## config.mk

```make
export PLATFORM = sky130hd
export DESIGN_NAME = oven_bake_controller
export DESIGN_NICKNAME = d
export VERILOG_FILES = /design/src/rtl/oven_pkg.sv /design/src/rtl/oven_tick_gen.sv /design/src/rtl/oven_bake_controller.sv
export SDC_FILE = /design/constraint.sdc
export NUM_CORES = 1
export LEC_CHECK = 0
export BUFFER_PORTS_ARGS = -buffer_cell sky130_fd_sc_hd__buf_4
export CORE_UTILIZATION = 50
export DETAILED_ROUTE_END_ITERATION = 8
export GPL_TIMING_DRIVEN = 0
export MAX_ROUTING_LAYER = met4
export PLACE_DENSITY = 0.7
export SLEW_MARGIN = 20
export SYNTH_ARGS = -nofsm -noshare
export SYNTH_HDL_FRONTEND = slang
export SYNTH_HIERARCHICAL = 1
export SYNTH_SLANG_ARGS = --single-unit
```

## constraint.sdc

```tcl
create_clock -name clk -period 12.6 [get_ports clk]
set_input_delay 1.26 -clock clk [delete_from_list [all_inputs] [get_ports clk]]
set_output_delay 1.26 -clock clk [all_outputs]
set_load 0.01 [all_outputs]
```

## src/rtl/oven_pkg.sv

```systemverilog
// Shared types and default constants for the oven bake controller.
// Optional door interlock is enabled by defining OVEN_DOOR_INTERLOCK_EN.
package oven_pkg;

    localparam int TEMP_W = 10;
    localparam int TIME_W = 10;

    localparam int unsigned AMBIENT_DEFAULT = 70;
    localparam int unsigned T_MIN_DEFAULT   = 300;
    localparam int unsigned T_MAX_DEFAULT   = 500;

    typedef enum logic [2:0] {
        IDLE    = 3'd0,
        PREHEAT = 3'd1,
        BAKE    = 3'd2,
        DONE    = 3'd3,
        COOL    = 3'd4
    } state_t;

    function automatic logic [TEMP_W-1:0] clamp_temp(
        input logic [TEMP_W-1:0] t,
        input logic [TEMP_W-1:0] lo,
        input logic [TEMP_W-1:0] hi
    );
        if (t < lo) return lo;
        if (t > hi) return hi;
        return t;
    endfunction

endpackage

```

## src/rtl/oven_tick_gen.sv

```systemverilog
// Free-running divider producing a one-cycle tick every TICK_DIV clocks.
module oven_tick_gen #(
    parameter int unsigned TICK_DIV = 50_000_000
) (
    input  logic clk,
    input  logic rst,
    output logic tick
);

    localparam int CW = (TICK_DIV > 1) ? $clog2(TICK_DIV) : 1;
    localparam logic [CW-1:0] LAST = CW'(TICK_DIV - 1);

    logic [CW-1:0] cnt;

    // NOTE: sequential state uses non-blocking assignments so every register
    // samples the pre-edge values of its inputs.
    always_ff @(posedge clk) begin
        if (rst) begin
            cnt <= '0;
        end else if (cnt == LAST) begin
            cnt <= '0;
        end else begin
            cnt <= cnt + 1'b1;
        end
    end

    assign tick = (cnt == LAST);

endmodule

```

## src/rtl/oven_bake_controller.sv

```systemverilog
// Bake cycle FSM with a simple oven temperature model and countdown timer.
// Define OVEN_DOOR_INTERLOCK_EN to pause heating and countdown while the door is open.
module oven_bake_controller
    import oven_pkg::*;
#(
    parameter int unsigned TICK_DIV  = 50_000_000,
    parameter int unsigned AMBIENT   = AMBIENT_DEFAULT,
    parameter int unsigned RAMP_STEP = 5,
    parameter int unsigned COOL_STEP = 5,
    parameter int unsigned T_MIN     = T_MIN_DEFAULT,
    parameter int unsigned T_MAX     = T_MAX_DEFAULT
) (
    input  logic              clk,
    input  logic              rst,
    input  logic              on_off,
    input  logic              start,
    input  logic              cancel,
    input  logic [TEMP_W-1:0] temp_set,
    input  logic [TIME_W-1:0] time_set,
    input  logic              door_open,
    output logic [TEMP_W-1:0] cur_temp,
    output logic [TIME_W-1:0] time_left,
    output logic              heater_on,
    output logic              alarm,
    output state_t            state
);

    localparam logic [TEMP_W-1:0] AMB  = TEMP_W'(AMBIENT);
    localparam logic [TEMP_W-1:0] RAMP = TEMP_W'(RAMP_STEP);
    localparam logic [TEMP_W-1:0] COOLS = TEMP_W'(COOL_STEP);
    localparam logic [TEMP_W-1:0] TLO  = TEMP_W'(T_MIN);
    localparam logic [TEMP_W-1:0] THI  = TEMP_W'(T_MAX);

    logic              tick;
    logic              start_q;
    logic              start_edge;
    logic              abort;
    logic              door_hold;
    logic              start_ok;
    logic [TEMP_W-1:0] setpoint;

    state_t            state_nxt;
    logic [TEMP_W-1:0] temp_nxt;
    logic [TIME_W-1:0] time_nxt;
    logic [TEMP_W-1:0] setp_nxt;
    logic              heater_nxt;
    logic              alarm_nxt;

    oven_tick_gen #(.TICK_DIV(TICK_DIV)) u_tick (
        .clk  (clk),
        .rst  (rst),
        .tick (tick)
    );

    // Saturating moves: heating never overshoots the setpoint, cooling never undershoots ambient.
    function automatic logic [TEMP_W-1:0] heat(input logic [TEMP_W-1:0] t,
                                               input logic [TEMP_W-1:0] sp);
        if (t >= sp) return t;
        if ((sp - t) <= RAMP) return sp;
        return t + RAMP;
    endfunction

    function automatic logic [TEMP_W-1:0] cool(input logic [TEMP_W-1:0] t);
        if (t <= AMB) return t;
        if ((t - AMB) <= COOLS) return AMB;
        return t - COOLS;
    endfunction

    assign start_edge = start & ~start_q;
    assign abort      = cancel | ~on_off;

`ifdef OVEN_DOOR_INTERLOCK_EN
    assign door_hold = door_open && (state == PREHEAT || state == BAKE);
    assign start_ok  = start_edge & ~door_open;
`else
    logic unused_door;
    assign unused_door = door_open;
    assign door_hold   = 1'b0;
    assign start_ok    = start_edge;
`endif

    // NOTE: every always_comb output gets a default first so no path leaves
    // a value unassigned and infers a latch.
    always_comb begin
        state_nxt = state;
        temp_nxt  = cur_temp;
        time_nxt  = time_left;
        setp_nxt  = setpoint;

        unique case (state)
            IDLE: begin
                if (tick) temp_nxt = cool(cur_temp);
                if (start_ok && on_off && time_set != '0) begin
                    setp_nxt  = clamp_temp(temp_set, TLO, THI);
                    time_nxt  = time_set;
                    state_nxt = PREHEAT;
                end
            end
            PREHEAT: begin
                if (tick && !door_hold) temp_nxt = heat(cur_temp, setpoint);
                if (abort) begin
                    time_nxt  = '0;
                    state_nxt = COOL;
                end else if (cur_temp >= setpoint) begin
                    state_nxt = BAKE;
                end
            end
            BAKE: begin
                if (tick && !door_hold) begin
                    temp_nxt = heat(cur_temp, setpoint);
                    if (time_left != '0) time_nxt = time_left - 1'b1;
                end
                if (abort) begin
                    time_nxt  = '0;
                    state_nxt = COOL;
                end else if (time_left == '0) begin
                    state_nxt = DONE;
                end
            end
            DONE: begin
                if (tick) temp_nxt = cool(cur_temp);
                if (start_edge || cancel) state_nxt = COOL;
            end
            COOL: begin
                if (tick) temp_nxt = cool(cur_temp);
                if (cur_temp == AMB) state_nxt = IDLE;
            end
            default: state_nxt = IDLE;
        endcase

        // Outputs are registered from the next-state values so they line up with state.
        heater_nxt = ((state_nxt == PREHEAT) ||
                      (state_nxt == BAKE && temp_nxt < setp_nxt)) && !door_hold;
        alarm_nxt  = (state_nxt == DONE);
    end

    always_ff @(posedge clk) begin
        if (rst) begin
            state     <= IDLE;
            cur_temp  <= AMB;
            time_left <= '0;
            setpoint  <= TLO;
            heater_on <= 1'b0;
            alarm     <= 1'b0;
            start_q   <= 1'b0;
        end else begin
            state     <= state_nxt;
            cur_temp  <= temp_nxt;
            time_left <= time_nxt;
            setpoint  <= setp_nxt;
            heater_on <= heater_nxt;
            alarm     <= alarm_nxt;
            start_q   <= start;
        end
    end

endmodule
```

==> results of run 1 <==
[power by group through the flow]
stage          Clock, W  Combinational, W  Sequential, W
6_report       0.000223         0.0000891       0.000208
3_5_place_dp          0         0.0000876       0.000212
2_1_floorplan         0         0.0000579       0.000212
3_3_place_gp          0         0.0000864       0.000212
5_1_grt        0.000232         0.0000982       0.000208
4_1_cts        0.000225         0.0000880       0.000207
[logic make-up after synthesis]
family | share of synthesized area [%]
buffers and inverters | 4.98
adders and majority gates | 7.98
AOI/OAI and AO/OA | 27.7
DFF | 25.9
xor gates and xnor gates | 3.29
and+or+nand+nor | 30.2
[path summary, 6_finish.rpt]
path | cells after the start | startpoint | to
max | 20 | cur_temp[2] | heater_on
min | 1 | u_tick/cnt[0] | u_tick/cnt[0]
max reg2reg | 20 | cur_temp[2] | heater_on
min reg2reg | 1 | u_tick/cnt[0] | u_tick/cnt[0]
[area by class of cell]
type | instances | area, µm² | area share, %
plain buffers | 26 | 126 | 2.27
repair buffers | 49 | 368 | 6.60
clock inverters | 3 | 90.1 | 1.62
multi-input cells | 499 | 3320 | 59.5
well taps | 129 | 161 | 2.89
flip-flops and latches | 62 | 1240 | 22.3
inverters | 30 | 113 | 2.02
clock buffers | 13 | 159 | 2.85
[through the flow]
stage          hold WS [ns]  cell area, µm²  setup WS (ns)  cells  total power [W]
2_1_floorplan         0.426            4800           8.22    617         0.000270
3_3_place_gp          0.443            5330           7.33    795         0.000298
3_5_place_dp          0.464            5330           7.31    795         0.000299
4_1_cts               0.475            5580           7.24    811         0.000521
5_1_grt               0.491            5580           6.89    811         0.000538
6_report              0.467            5580           7.18    811         0.000519
[metal layers]
| layer | vias up | wire [µm] | track usage [%] |
|---|---|---|---|
| met1 | 2338 | 5940 | 36.4 |
| met2 | 192 | 6630 | 48.5 |
| li1 | 2437 | - | - |
| met4 | 0 | 473 | 13.9 |
| met3 | 41 | 856 | 4.46 |
| met5 | - | 0 | - |
[sequential cells by signal, indices dropped and copies added, names as in the netlist]
register / flops
heater_on: 1
time_left: 10
u_tick/cnt: 26
start_q: 1
cur_temp: 10
state: 3
setpoint: 10
alarm: 1
[placed cells by master (no fill, tap or decap), types with 5 or more instances in the layout]
cell and n:
xnor2_1 10, and2_1 7, clkbuf_1 17, buf_4 50, a21oi_1 45, nor2b_1 13
nand2_1 45, o21ai_0 37, o31ai_1 8, inv_1 28, and3_1 7, nor2_1 59
a22oi_1 13, a21o_1 8, clkbuf_8 11, nand4_1 11, nor4_1 8, or4_1 6
a211oi_1 8, a31oi_1 6, dfxtp_1 62, and4_1 5, a22o_1 7, nand2b_1 8
nand3_1 26, nand4b_1 5, buf_2 8, xor2_1 8, nor3_1 17, ha_1 29
or3_1 14, o22ai_1 6
==> results.yml, run 1 <==
routing:
  vias: 5008
  dr.pass1.iters: 5
  vias_per_cell: 6.18
  ant_nets: 0
  drcViolationCount: 0
  first_iter_violations: 286
  wirelength_mm: 13.9
  wl_per_cell_um: 17.1
clocking:
  ctsHoldBuffers: 0
  cts.repair.resized: 0
  cts_buffers: 9
  clock_path_buffers: 2
  cts-root-buf: "clkbuf_8"
  clk_pin_slew_ns: 0.07
  cts_tree: "yes"
  htreeDepth: 3
  postCtsSetupBuffers: 0
  cts_sinks: 62
  clock_latency_ns: 0.34
die:
  rows: 35
  core_um2: 9280
  die_x_um: 100
  boundaryPins: 51
  fp.dieH_um: 100
  die-area_um2: 9990
  initial_core_util_pct: 51.7
worst_setup_path:
  crit_fanout: 10
  critical_path.top_delay_family: "compound AO/OA/AOI/OAI gates"
  r2r_slack_ns: 7.18
  end_kind: "flip-flop"
  critPathBufInv: 3
  slowest_delay_ns: 0.52
  critPathRequiredTime_ns: 12.87
  cp.arrival_ns: 5.69
  worstPathCellList: "clkbuf_1, inv_1, ha_1, and2b_2, o221a_4, o31ai_2, a21oi_2, or4_4, buf_6, o32ai_1, o21ai_1, nand3_1, ha_1, a21oi_1, o21ai_0, a221oi_1, nand4_1, nor4b_1, o311ai_1, nand3_1"
  cp-start-kind: "flip-flop"
  crit_slowest_cell: "or4_4"
  worst-setup-path-type: "reg -> reg"
global_routing:
  grt_use_total_pct: 29.8
  antenna_found_initial: 0
  grt_max_degree: 14
  grt_pass1_vias: 4695
  grt_pass1_wl_mm: 22.7
  grt_overflow_total: 0
timing:
  setup_tns_ns: 0
  post-route-min-period_ns: 5.42
  min_period_over_period_pct: 43.0
  setup_viol: 0
  drv_slew: 0
  fmax_ghz: 0.184
  tightest_slew_ns: 0.803
  hold_viol: 0
  slew_headroom_pct: 46.1
  skew_ns: 0.0127
  rsz0062_at_grt: "no"
layout:
  utilization_pct: 60.1
  fillers: 873
  drive_above_1_share_pct: 15.7
  area_delta_synth_final_pct: 16.2
  layout.nets: 733
  num_antenna_cells: 0
synthesis:
  syn_area_um2: 4800
  netlist_top_cells_count: "62 x dfxtp_1, 59 x nor2_1, 45 x a21oi_1, 45 x nand2_1, 37 x o21ai_0"
  async_flop_share_pct: 0
  yosysUniqueCellTypes: 84
  synth_most_common_cell: "dfxtp_1"
  synth.net_count: 673
  ys_seq_area_share_pct: 25.9
  yosysTopAreaCell: "dfxtp_1"
  netlist.area_leader.share_pct: 25.9
  ys_seq_elements: 62
  synth_edf_count: 0
  ys.warnings.count: 6
  synth_area_leaders: "dfxtp_1 26%, ha_1 7.6%, a21oi_1 4.7%, nor2_1 4.6%, o21ai_0 3.9%"
  synth.avg_cell_area_um2: 7.77
  synth_flop_cell: "dfxtp_1"
  synthCells: 617
power:
  switching_share_pct: 26.7
  powerDensity_nw_per_um2: 93.1
  p_leak_nw: 2.17
  intPower_w: 0.000380
  p_comb_share_pct: 17.2
  ir_worst_vdd_mv: 0.0716
  sequentialPowerShare_pct: 40.0
  pwr-share-clk_pct: 42.9
  power_switching_w: 0.000139
placed_design:
  dp_hpwl_mm: 10.7
  gp_congestion: 0.926
  portBuffers: 49
hold_path:
  hold_path_class: "reg -> reg"
run:
  maxCapViolCount: 0
run_status:
  status: "finished, final reports clean"
Power figures use the tool's default switching activity.
==> run 2, diff against run 1 <==
==> constraint.sdc (replaced) <==
create_clock -name clk -period 5.5 [get_ports clk]
set_input_delay 0.55 -clock clk [delete_from_list [all_inputs] [get_ports clk]]
set_output_delay 0.55 -clock clk [all_outputs]
set_load 0.01 [all_outputs]
==> results.yml, run 2 (synthesis gave the netlist of run 1 again) <==
routing:
  vias: 5015
  wl_per_cell_um: 17.2
  wirelength_mm: 13.9
  vias_per_cell: 6.18
  ant_nets: 0
  drcViolationCount: 0
  dr.pass1.iters: 5
  first_iter_violations: 268
timing:
  tightest_slew_ns: 0.810
  skew_ns: 0.0132
  setup_ws_ns: 0.316
  drv_slew: 0
  post-route-min-period_ns: 5.18
  min_period_over_period_pct: 94.3
  slew_headroom_pct: 45.6
  setup_tns_ns: 0
  setup_viol: 0
  hold_viol: 0
  fmax_ghz: 0.193
  rsz0062_at_grt: "no"
layout:
  multiInputGateArea_um2: 3320
  num_antenna_cells: 0
  layout.nets: 733
  final_common_cell: "dfxtp_1"
  drive_above_1_share_pct: 16.0
  top_register: "u_tick/cnt"
  fin_area_um2: 5580
  regArea_um2: 1240
  largest_register_ffs: 26
  fillers: 871
  most-common-layout-cells: "62 x dfxtp_1, 59 x nor2_1, 50 x buf_4"
  area_delta_synth_final_pct: 16.4
clocking:
  cts-root-buf: "clkbuf_8"
  htreeDepth: 3
  cts_sinks: 62
  cts_tree: "yes"
  clock_latency_ns: 0.34
  clock_path_buffers: 2
  cts_buffers: 9
  ctsHoldBuffers: 0
  clk_pin_slew_ns: 0.06
die:
  die-area_um2: 9990
  rows: 35
  die_x_um: 100
  initial_core_util_pct: 51.7
  boundaryPins: 51
  fp.dieH_um: 100
  core_um2: 9280
worst_setup_path:
  r2r_start: "cur_temp[5]"
  cp.arrival_ns: 5.46
  reg2regPathDepth: 20
  crit_fanout: 10
  cp-start-kind: "flip-flop"
  critPathRequiredTime_ns: 5.77
  worstReg2RegEnd: "heater_on"
  worst-setup-path-type: "reg -> reg"
  end_kind: "flip-flop"
  r2r_slack_ns: 0.32
placed_design:
  gp_congestion: 0.926
  dp_hpwl_mm: 10.7
  placed_cell_area_um2: 5330
  dp_slack_ns: 0.212
  portBuffers: 49
hold_path:
  hold_end: "u_tick/cnt[4]"
  min_from: "rst"
  hold_depth: 2
  hold_path_class: "in -> reg"
run:
  maxCapViolCount: 0
global_routing:
  grt_pass1_wl_mm: 22.7
  grt_use_total_pct: 29.8
  antenna_found_initial: 0
  grt_pass1_vias: 4695
  grt_overflow_total: 0
  grt_max_degree: 14
power:
  powerDensity_nw_per_um2: 213
  p_leak_nw: 2.18
  ir_worst_vdd_mv: 0.164
run_status:
  status: "finished, final reports clean"
## run 2: worst max path at each step
stage	start	end	slack, ns	cells past startpoint
finish	cur_temp[5]	heater_on	0.32	20
global route	cur_temp[5]	heater_on	0.05	20
CTS	cur_temp[2]	heater_on	0.14	21
detailed placement	cur_temp[2]	heater_on	0.21	21
global placement	cur_temp[2]	heater_on	0.23	20
floorplan	cur_temp[2]	heater_on	1.12	21
## run 2: worst max-delay path: stages, from the launching register on
cell	delay, ns
dfxtp_1	0.33
clkbuf_1	0.34
inv_1	0.22
ha_1	0.50
o211a_1	0.22
o21ai_1	0.08
a211oi_1	0.23
o21ai_1	0.11
or4_4	0.55
buf_6	0.16
o32ai_1	0.34
o21ai_1	0.13
nand3_1	0.18
ha_1	0.28
a21oi_1	0.14
o21ai_0	0.12
a221oi_1	0.31
nand4_1	0.18
nor4b_2	0.34
o311ai_1	0.23
nand3_1	0.12
## run 2: through the flow
stage,hold slack (ns),std cells,util (%),total power [W]
final,0.438,811,60.1,0.00119
after global routing,0.446,811,60.1,0.00123
after CTS,0.426,811,60.1,0.00119
after detailed placement,0.464,795,57.4,0.000686
after global placement,0.443,795,57.4,0.000683
after floorplan,0.426,617,-,0.000618
## run 2: routing by layer
metal	up-vias	global-route usage, %	part of all wire, %
li1	2436	-	-
met1	2369	36.4	44
met2	171	48.5	48
met3	39	4.46	5.6
met4	0	13.9	3.3
met5	-	-	0
## run 2: final cells by class
class,count,share of cell area [%]
Multi-Input combinational cell,499,59.5
Tap cell,129,2.89
Clock inverter,3,1.61
Inverter,30,2.02
Timing Repair Buffer,49,6.59
Buffer,26,2.29
Clock buffer,13,2.85
Sequential cell,62,22.2
## run 2: where the power goes
| part | internal (W) | total [W] | switching, W |
|---|---|---|---|
| registers | 0.000461 | 0.000475 | 0.0000148 |
| clock network | 0.000327 | 0.000510 | 0.000183 |
| logic | 0.0000844 | 0.000205 | 0.000121 |
| total | 0.000872 | 0.00119 | 0.000318 |
## run 2: timing repair
action	CTS	global route
setup buffers	0	0
resized for setup	0	3
endpoints found under the setup margin	0	1
